$ cat src/rtl/dram_port_arbiter_if.sv
// rtl/dram_port_arbiter_if.sv - DRAM controller port bundle between the arbiter and the controller
interface dram_port_arbiter_if;
    logic         mem_req;
    logic         mem_we;
    logic [17:0]  mem_addr;
    logic [31:0]  mem_wdata;
    logic [15:0]  mem_wstrb;
    logic         mem_ack;
    logic [511:0] mem_rdata;

    modport master (
        output mem_req,
        output mem_we,
        output mem_addr,
        output mem_wdata,
        output mem_wstrb,
        input  mem_ack,
        input  mem_rdata
    );

    modport slave (
        input  mem_req,
        input  mem_we,
        input  mem_addr,
        input  mem_wdata,
        input  mem_wstrb,
        output mem_ack,
        output mem_rdata
    );
endinterface

$ cat src/rtl/dram_port_arbiter.sv
// rtl/dram_port_arbiter.sv - rotating-priority arbiter sharing one DRAM port between
// program fills, data fills and the write-back FIFO drain
module dram_port_arbiter #(
    parameter int TIMEOUT = 1023
) (
    input  logic                clk,
    input  logic                reset,
    input  logic                is_req_f_prog,
    input  logic [17:0]         req_addr_f_prog,
    input  logic                is_req_f_data,
    input  logic [17:0]         req_addr_f_data,
    input  logic                fifo_empty,
    input  logic [31:0]         write_back_addr,
    input  logic [31:0]         write_back_data,
    output logic                wb_pop,
    output logic                prog_fill_valid,
    output logic [511:0]        prog_fill_data,
    output logic                data_fill_valid,
    output logic [511:0]        data_fill_data,
    dram_port_arbiter_if.master mem,
    output logic                busy,
    output logic                timeout_err
);

    localparam int CNT_W = (TIMEOUT > 1) ? $clog2(TIMEOUT + 1) : 1;
    localparam logic [CNT_W-1:0] CNT_LAST = (TIMEOUT > 0) ? CNT_W'(TIMEOUT - 1) : '0;

    typedef enum logic [1:0] {IDLE, ISSUE, DONE} state_t;
    typedef enum logic [1:0] {G_P, G_W, G_D} grant_t;

    state_t       r_state;
    state_t       w_next_state;
    grant_t       r_grant;
    grant_t       r_last_grant;
    grant_t       w_sel;
    logic         w_cand_p;
    logic         w_cand_w;
    logic         w_cand_d;
    logic         w_any;
    logic         w_timeout;
    logic [CNT_W-1:0] r_cnt;
    logic         r_mem_we;
    logic [17:0]  r_mem_addr;
    logic [31:0]  r_mem_wdata;
    logic [15:0]  r_mem_wstrb;
    logic         r_timeout_err;
    logic [511:0] r_prog_data;
    logic [511:0] r_data_data;
    logic         w_unused_addr_bits;

    // Data fills wait for an empty FIFO so they observe every earlier store.
    assign w_cand_p  = is_req_f_prog;
    assign w_cand_w  = !fifo_empty;
    assign w_cand_d  = is_req_f_data && fifo_empty;
    assign w_any     = w_cand_p || w_cand_w || w_cand_d;
    assign w_timeout = (TIMEOUT != 0) && (r_cnt == CNT_LAST);

    assign w_unused_addr_bits = ^{write_back_addr[31:24], write_back_addr[1:0]};

    always_comb begin
        w_sel = G_P;
        case (r_last_grant)
            G_P: begin
                if (w_cand_w)      w_sel = G_W;
                else if (w_cand_d) w_sel = G_D;
                else               w_sel = G_P;
            end
            G_W: begin
                if (w_cand_d)      w_sel = G_D;
                else if (w_cand_p) w_sel = G_P;
                else               w_sel = G_W;
            end
            default: begin
                if (w_cand_p)      w_sel = G_P;
                else if (w_cand_w) w_sel = G_W;
                else               w_sel = G_D;
            end
        endcase
    end

    always_comb begin
        w_next_state    = r_state;
        mem.mem_req     = 1'b0;
        busy            = 1'b0;
        prog_fill_valid = 1'b0;
        data_fill_valid = 1'b0;
        wb_pop          = 1'b0;
        case (r_state)
            IDLE: begin
                if (w_any) w_next_state = ISSUE;
            end
            ISSUE: begin
                mem.mem_req = 1'b1;
                busy        = 1'b1;
                // An ack arriving on the timeout cycle still completes the transaction.
                if (mem.mem_ack)    w_next_state = DONE;
                else if (w_timeout) w_next_state = IDLE;
            end
            DONE: begin
                busy            = 1'b1;
                prog_fill_valid = (r_grant == G_P);
                data_fill_valid = (r_grant == G_D);
                wb_pop          = (r_grant == G_W);
                w_next_state    = IDLE;
            end
            default: w_next_state = IDLE;
        endcase
    end

    always_ff @(posedge clk) begin
        if (reset) begin
            r_state       <= IDLE;
            r_grant       <= G_D;
            r_last_grant  <= G_D;
            r_cnt         <= '0;
            r_mem_we      <= 1'b0;
            r_mem_addr    <= '0;
            r_mem_wdata   <= '0;
            r_mem_wstrb   <= '0;
            r_timeout_err <= 1'b0;
            r_prog_data   <= '0;
            r_data_data   <= '0;
        end else begin
            r_state <= w_next_state;
            case (r_state)
                IDLE: begin
                    if (w_any) begin
                        r_grant      <= w_sel;
                        r_last_grant <= w_sel;
                        r_cnt        <= '0;
                        if (w_sel == G_W) begin
                            r_mem_we    <= 1'b1;
                            r_mem_addr  <= write_back_addr[23:6];
                            r_mem_wdata <= write_back_data;
                            r_mem_wstrb <= 16'd1 << write_back_addr[5:2];
                        end else begin
                            r_mem_we    <= 1'b0;
                            r_mem_addr  <= (w_sel == G_P) ? req_addr_f_prog : req_addr_f_data;
                            r_mem_wdata <= '0;
                            r_mem_wstrb <= '0;
                        end
                    end
                end
                ISSUE: begin
                    r_cnt <= r_cnt + 1'b1;
                    if (mem.mem_ack) begin
                        if (r_grant == G_P) r_prog_data <= mem.mem_rdata;
                        if (r_grant == G_D) r_data_data <= mem.mem_rdata;
                    end else if (w_timeout) begin
                        r_timeout_err <= 1'b1;
                    end
                end
                default: ;
            endcase
        end
    end

    assign mem.mem_we    = r_mem_we;
    assign mem.mem_addr  = r_mem_addr;
    assign mem.mem_wdata = r_mem_wdata;
    assign mem.mem_wstrb = r_mem_wstrb;
    assign timeout_err   = r_timeout_err;
    assign prog_fill_data = r_prog_data;
    assign data_fill_data = r_data_data;

endmodule

$ cat src/flat_wrapper.sv
// flat-port wrapper written by rule: the top's interface ports become plain ports
module dram_port_arbiter_flat 
#(
    parameter int TIMEOUT = 1023
)
  (clk, reset, is_req_f_prog, req_addr_f_prog, is_req_f_data, req_addr_f_data, fifo_empty, write_back_addr, write_back_data, wb_pop, prog_fill_valid, prog_fill_data, data_fill_valid, data_fill_data, busy, timeout_err, mem_mem_req, mem_mem_we, mem_mem_addr, mem_mem_wdata, mem_mem_wstrb, mem_mem_ack, mem_mem_rdata);
  dram_port_arbiter_if mem_i ();
  input  logic clk;
  input  logic reset;
  input  logic is_req_f_prog;
  input  logic [17:0] req_addr_f_prog;
  input  logic is_req_f_data;
  input  logic [17:0] req_addr_f_data;
  input  logic fifo_empty;
  input  logic [31:0] write_back_addr;
  input  logic [31:0] write_back_data;
  output logic wb_pop;
  output logic prog_fill_valid;
  output logic [511:0] prog_fill_data;
  output logic data_fill_valid;
  output logic [511:0] data_fill_data;
  output logic busy;
  output logic timeout_err;
  output wire logic [$bits(mem_i.mem_req)-1:0] mem_mem_req;
  output wire logic [$bits(mem_i.mem_we)-1:0] mem_mem_we;
  output wire logic [$bits(mem_i.mem_addr)-1:0] mem_mem_addr;
  output wire logic [$bits(mem_i.mem_wdata)-1:0] mem_mem_wdata;
  output wire logic [$bits(mem_i.mem_wstrb)-1:0] mem_mem_wstrb;
  input wire logic [$bits(mem_i.mem_ack)-1:0] mem_mem_ack;
  input wire logic [$bits(mem_i.mem_rdata)-1:0] mem_mem_rdata;
  assign mem_mem_req = mem_i.mem_req;
  assign mem_mem_we = mem_i.mem_we;
  assign mem_mem_addr = mem_i.mem_addr;
  assign mem_mem_wdata = mem_i.mem_wdata;
  assign mem_mem_wstrb = mem_i.mem_wstrb;
  assign mem_i.mem_ack = mem_mem_ack;
  assign mem_i.mem_rdata = mem_mem_rdata;
  dram_port_arbiter #(.TIMEOUT(TIMEOUT)) u_core (.clk(clk), .reset(reset), .is_req_f_prog(is_req_f_prog), .req_addr_f_prog(req_addr_f_prog), .is_req_f_data(is_req_f_data), .req_addr_f_data(req_addr_f_data), .fifo_empty(fifo_empty), .write_back_addr(write_back_addr), .write_back_data(write_back_data), .wb_pop(wb_pop), .prog_fill_valid(prog_fill_valid), .prog_fill_data(prog_fill_data), .data_fill_valid(data_fill_valid), .data_fill_data(data_fill_data), .mem(mem_i), .busy(busy), .timeout_err(timeout_err));
endmodule
$ cat config.mk
export PLATFORM = sky130hd
export DESIGN_NAME = dram_port_arbiter_flat
export DESIGN_NICKNAME = d
export VERILOG_FILES = /design/src/rtl/dram_port_arbiter_if.sv /design/src/rtl/dram_port_arbiter.sv /design/src/flat_wrapper.sv
export SDC_FILE = /design/constraint.sdc
export NUM_CORES = 2
export LEC_CHECK = 0
export CAP_MARGIN = 20
export CORE_AREA = 2 2 670 672
export DETAILED_ROUTE_END_ITERATION = 10
export DIE_AREA = 0 0 672 674
export PLACE_DENSITY_LB_ADDON = 0.1
export SLEW_MARGIN = 20
export SYNTH_ARGS = -nofsm -noshare
export SYNTH_HDL_FRONTEND = slang
export SYNTH_SLANG_ARGS = --single-unit
$ cat constraint.sdc
create_clock -name clk -period 1.8 [get_ports clk]
set_input_delay 0.18 -clock clk [delete_from_list [all_inputs] [get_ports clk]]
set_output_delay 0.18 -clock clk [all_outputs]
set_load 0.1 [all_outputs]
==> impl_results.md <==
- P&R area growth vs syn: 113%
- Layout cells sized above 1: 31.9%
- Die area: 453000 µm²
- Largest family of logic cells by synthesized area: simple AND/OR/NAND/NOR gates
- Sw Share: 35.6%
- Slowest cell on crit path: dfxtp_2
- DRT iter0 DRCs: 2464
- Mapped Area: approximately 38000 µm²
- Setup Crit Path Kind: flip-flop to output pin
- Clock H-tree levels: 4
- Family with the most delay on the worst path: flip-flops
- Switch Pwr: 28.9 mW
- Drt wl/cell: 24.8 µm
- Critical Path, Cell by Cell: inv_2 -> buf_6 -> ha_4 -> and3b_2 -> buf_12
- Core footprint: 447000 µm²
- Final wirelength: 333 mm
- Reg2reg end: u_core.prog_fill_data[258]$_SDFFE_PP0P_
- Die height: ~670 µm
- Sequential element share of the synthesized area: a little under three fifths
- Row cnt: between 200 and 250
- Period minus WS final: 2.07 ns
- Overall Power: 81.2 mW
- # IOs: 1715
- Final Slew Violations: 0
- Hold path start: mem_mem_rdata[486]
- Capture point of the worst path: data_fill_valid
- Flop2flop setup slack: -0.26 ns
- Ys async rst share: 0%
- First-pass GRT wire length: 427 mm
- Unrepaired setup endpoints after global routing: true
- Main flop type after synthesis: dfxtp_1
- Compound-Gate Fraction of Synth Area: about 16%
- Peak VDD IR: 0.572 mV
- Endpoints failing hold: 0
- Distinct cells, synth: between 40 and 50
- CTS tree: built
- Worst flop-to-flop path startpoint: u_core.r_state[0]$_SDFFE_PP0P_
- Final worst slack: -0.272 ns
- Routed via count: roughly 45000
- Gpl congestion: 0.832
- Setup Skew: roughly 0.06 ns
- Buf/Inv on CP: 3
- FMAX: 483 MHz
- Mapped Cells: about 4900
- Die width: between 600 and 700 µm
- Footprint of the multi-input gates: about 17000 µm²
- Post-DR vias/cell: 3.33
- Crit path DAT: ~1.9 ns
- Synth Area in XOR/XNOR: 0.0910%
- Max incr delay on CP: 0.34 ns
- CP startpoint: u_core.r_state[0]$_SDFFE_PP0P_
- CP Capture Type: output pin
- Total CTS buffers: 162
- Mux contribution to synthesized area: 0%
- Max Cap Violations: 0
- Total clock sinks: 1106
- # nets final: approximately 8000
- Slew Limit Headroom: 59.2%
- Number of synthesized flops with an enable pin: 0
- Clock power frac: between 40% and 50%
- Clock transition at path regs: approximately 0.060 ns
- Worst-Skew Late Latency: 0.87 ns
- DP HPWL: 250 mm
- Placed cell area: 63700 µm²
- Vias in the first global route: about 44000
- Initial antenna violation count: 62
- Reg2reg path depth: 11
- Crit-path max FO: 3
- Hold path depth: 3
- Failing checks: setup timing
- Final core utilization: 18.3%
- All-Layer GR Usage: 13.8%
- Worst EP required: 1.62 ns
- Largest net degree at the start of global routing: 89
- Power per standard cell area: 992 nW/µm²
- Setup violators final: between 800 and 900
- Fill cells: 50000
- Root Buffer: clkbuf_16
- P_leak: roughly 31 nW
- Startpoint Class: flip-flop
- Internal: 52.3 mW
- Average instance area after synthesis: 7.93 µm²
- Number of cells on the critical path: 5
- Simple-gate share of the synthesized area: between 20 and 25%
- Clk buf depth: 4
- Total area of sequential cells: 22200 µm²
- Worst-margin pin slew: 0.612 ns
- Synth Area in Adders: less than 1%
- Comb pwr share: about a quarter
- Tcrit/Tclk final: 115%
- Status: finished, violations left
- First-pass detailed-route iteration total: 5
- Post-synth net total: 5477
- YS warnings: 0
- Total grt overflow: 0
- Post-synthesis register bit count: 1106
- DRC Markers: 0
- Post-route antenna net violation count: 0
- Initial Utilization: about 8.6%
- Seq pwr share: approximately a third
- IO buf count: 1704
- Final instance area: 81900 µm²
- Min-delay worst type: input port to flip-flop
[through the flow]
| stage | instances | hold WS [ns] | setup TNS (ns) | setup WS [ns] |
|---|---|---|---|---|
| after floorplan | 4854 | 0.312 | -85.88 | -0.137 |
| after global placement | 12400 | 0.442 | -302.40 | -0.435 |
| after detailed placement | 12400 | 0.446 | -321.70 | -0.429 |
| after CTS | 13300 | 0.000361 | -224.94 | -0.411 |
| after global routing | 13400 | 0.00983 | -204.28 | -0.408 |
| final | 13400 | 0.0579 | -97.45 | -0.272 |
[registers in the layout (all words and copies together) (netlist names)]
register and flops:
u_core.mem.mem_wstrb 16, u_core.data_fill_data 512, u_core.r_state 2, u_core.mem.mem_wdata 32
u_core.r_grant 2, u_core.mem.mem_we 1, u_core.timeout_err 1, u_core.prog_fill_data 512
u_core.mem.mem_addr 18, u_core.r_cnt 10
[cells by family (layout without fill, tap and decap cells)]
| group | after synthesis | in the layout |
|---|---|---|
| xor gates and xnor gates | 4 | 4 |
| and+or+nand+nor | 2214 | 2214 |
| buffers and inverters | 388 | 2988 |
| DFF | 1106 | 1106 |
| adders and majority gates | 5 | 5 |
| other | 0 | 12 |
| AOI/OAI and AO/OA | 1137 | 1137 |
[layout by cell type (no fill, tap or decap), types with 43 or more instances in the layout]
cell / instances
nand2_1: 1794
dfxtp_1: 1092
buf_4: 1073
a21oi_1: 768
clkdlybuf4s50_1: 606
dlygate4sd3_1: 526
buf_12: 303
a21oi_2: 266
nand2_4: 201
clkbuf_16: 196
buf_16: 75
nand2_2: 63
a22oi_1: 50
buf_6: 45
clkbuf_8: 43
[worst min path at each step]
stage,to
global route,u_core.prog_fill_data[426]$_SDFFE_PP0P_
floorplan,u_core.mem.mem_addr[0]$_SDFFE_PP0P_
CTS,u_core.data_fill_data[490]$_SDFFE_PP0P_
finish,u_core.data_fill_data[486]$_SDFFE_PP0P_
global placement,u_core.prog_fill_data[179]$_SDFFE_PP0P_
detailed placement,u_core.data_fill_data[117]$_SDFFE_PP0P_
[timing repair]
| action | in CTS | in global routing |
|---|---|---|
| resized for setup | 236 | 843 |
| hold buffers | 526 | 0 |
| pin swaps | 72 | 318 |
| buffers inserted | 83 | 57 |
| setup endpoints to repair | 1555 | 1474 |
| endpoints found under the hold margin | 973 | 0 |
| cloned | 66 | 35 |
[power groups by stage]
| stage | Combinational (mW) | Clock, mW | Sequential (mW) |
|---|---|---|---|
| after floorplan | 3.16 | 0 | 34.1 |
| after global placement | 17.6 | 0 | 26.8 |
| after detailed placement | 17.5 | 0 | 26.8 |
| after CTS | 20.7 | 34.8 | 26.3 |
| after global routing | 22.4 | 35.5 | 26.5 |
| final | 21.5 | 33.3 | 26.3 |
[routing by layer]
layer / up-vias / part of all wire (%) / wire length (µm) / track usage (%)
met5: - / 0.038 / 128 / 0
met4: 24 / 2.3 / 7610 / 2.96
met3: 338 / 7.4 / 24700 / 4.36
met2: 1442 / 50 / 165000 / 24.2
met1: 21900 / 41 / 136000 / 16.2
li1: 20900 / - / - / -
[cells in the mapped netlist, types with 2 or more instances]
cell type  number  area (µm²)
nand2_1      2058        7720
dfxtp_1      1106       22100
a21oi_1      1032        5160
clkbuf_1      216         811
buf_2         161         806
a22oi_1        50         375
nor2_1         44         165
and3_1         36         225
nand3_1        26         130
nand4_1        20         125
o211ai_1       20         150
a32o_1         16         160
inv_1           8        30.0
o21ai_0         8        40.0
ha_1            5        62.6
nor2b_1         5        31.3
or3_1           4        25.0
and2_1          3        18.8
or2_2           3        18.8
or4_1           3        22.5
xnor2_1         3        26.3
a211oi_1        2        15.0
a21oi_2         2        17.5
nor3b_1         2        15.0
nor4_1          2        12.5
o221ai_1        2        17.5
[worst reg2reg max path, cell delays in order (launching register included)]
cell	delay [ns]
dfxtp_2	0.34
buf_6	0.11
ha_4	0.15
nand2_4	0.07
nor3_4	0.18
buf_12	0.18
buf_16	0.18
buf_16	0.30
buf_12	0.13
buf_12	0.13
nand2_1	0.10
a21oi_1	0.12
[layout make-up]
cell class | count | share of cell area, %
timing repair buffer | 2696 | 35.9
sequential | 1106 | 27.1
multi-input combinational | 3360 | 21.3
tap | 5952 | 9.09
clock buffer | 243 | 5.90
clock inverter | 41 | 0.633
inverter | 8 | 0.0367
antenna | 12 | 0.0367
(Power assumes the default switching activity.)
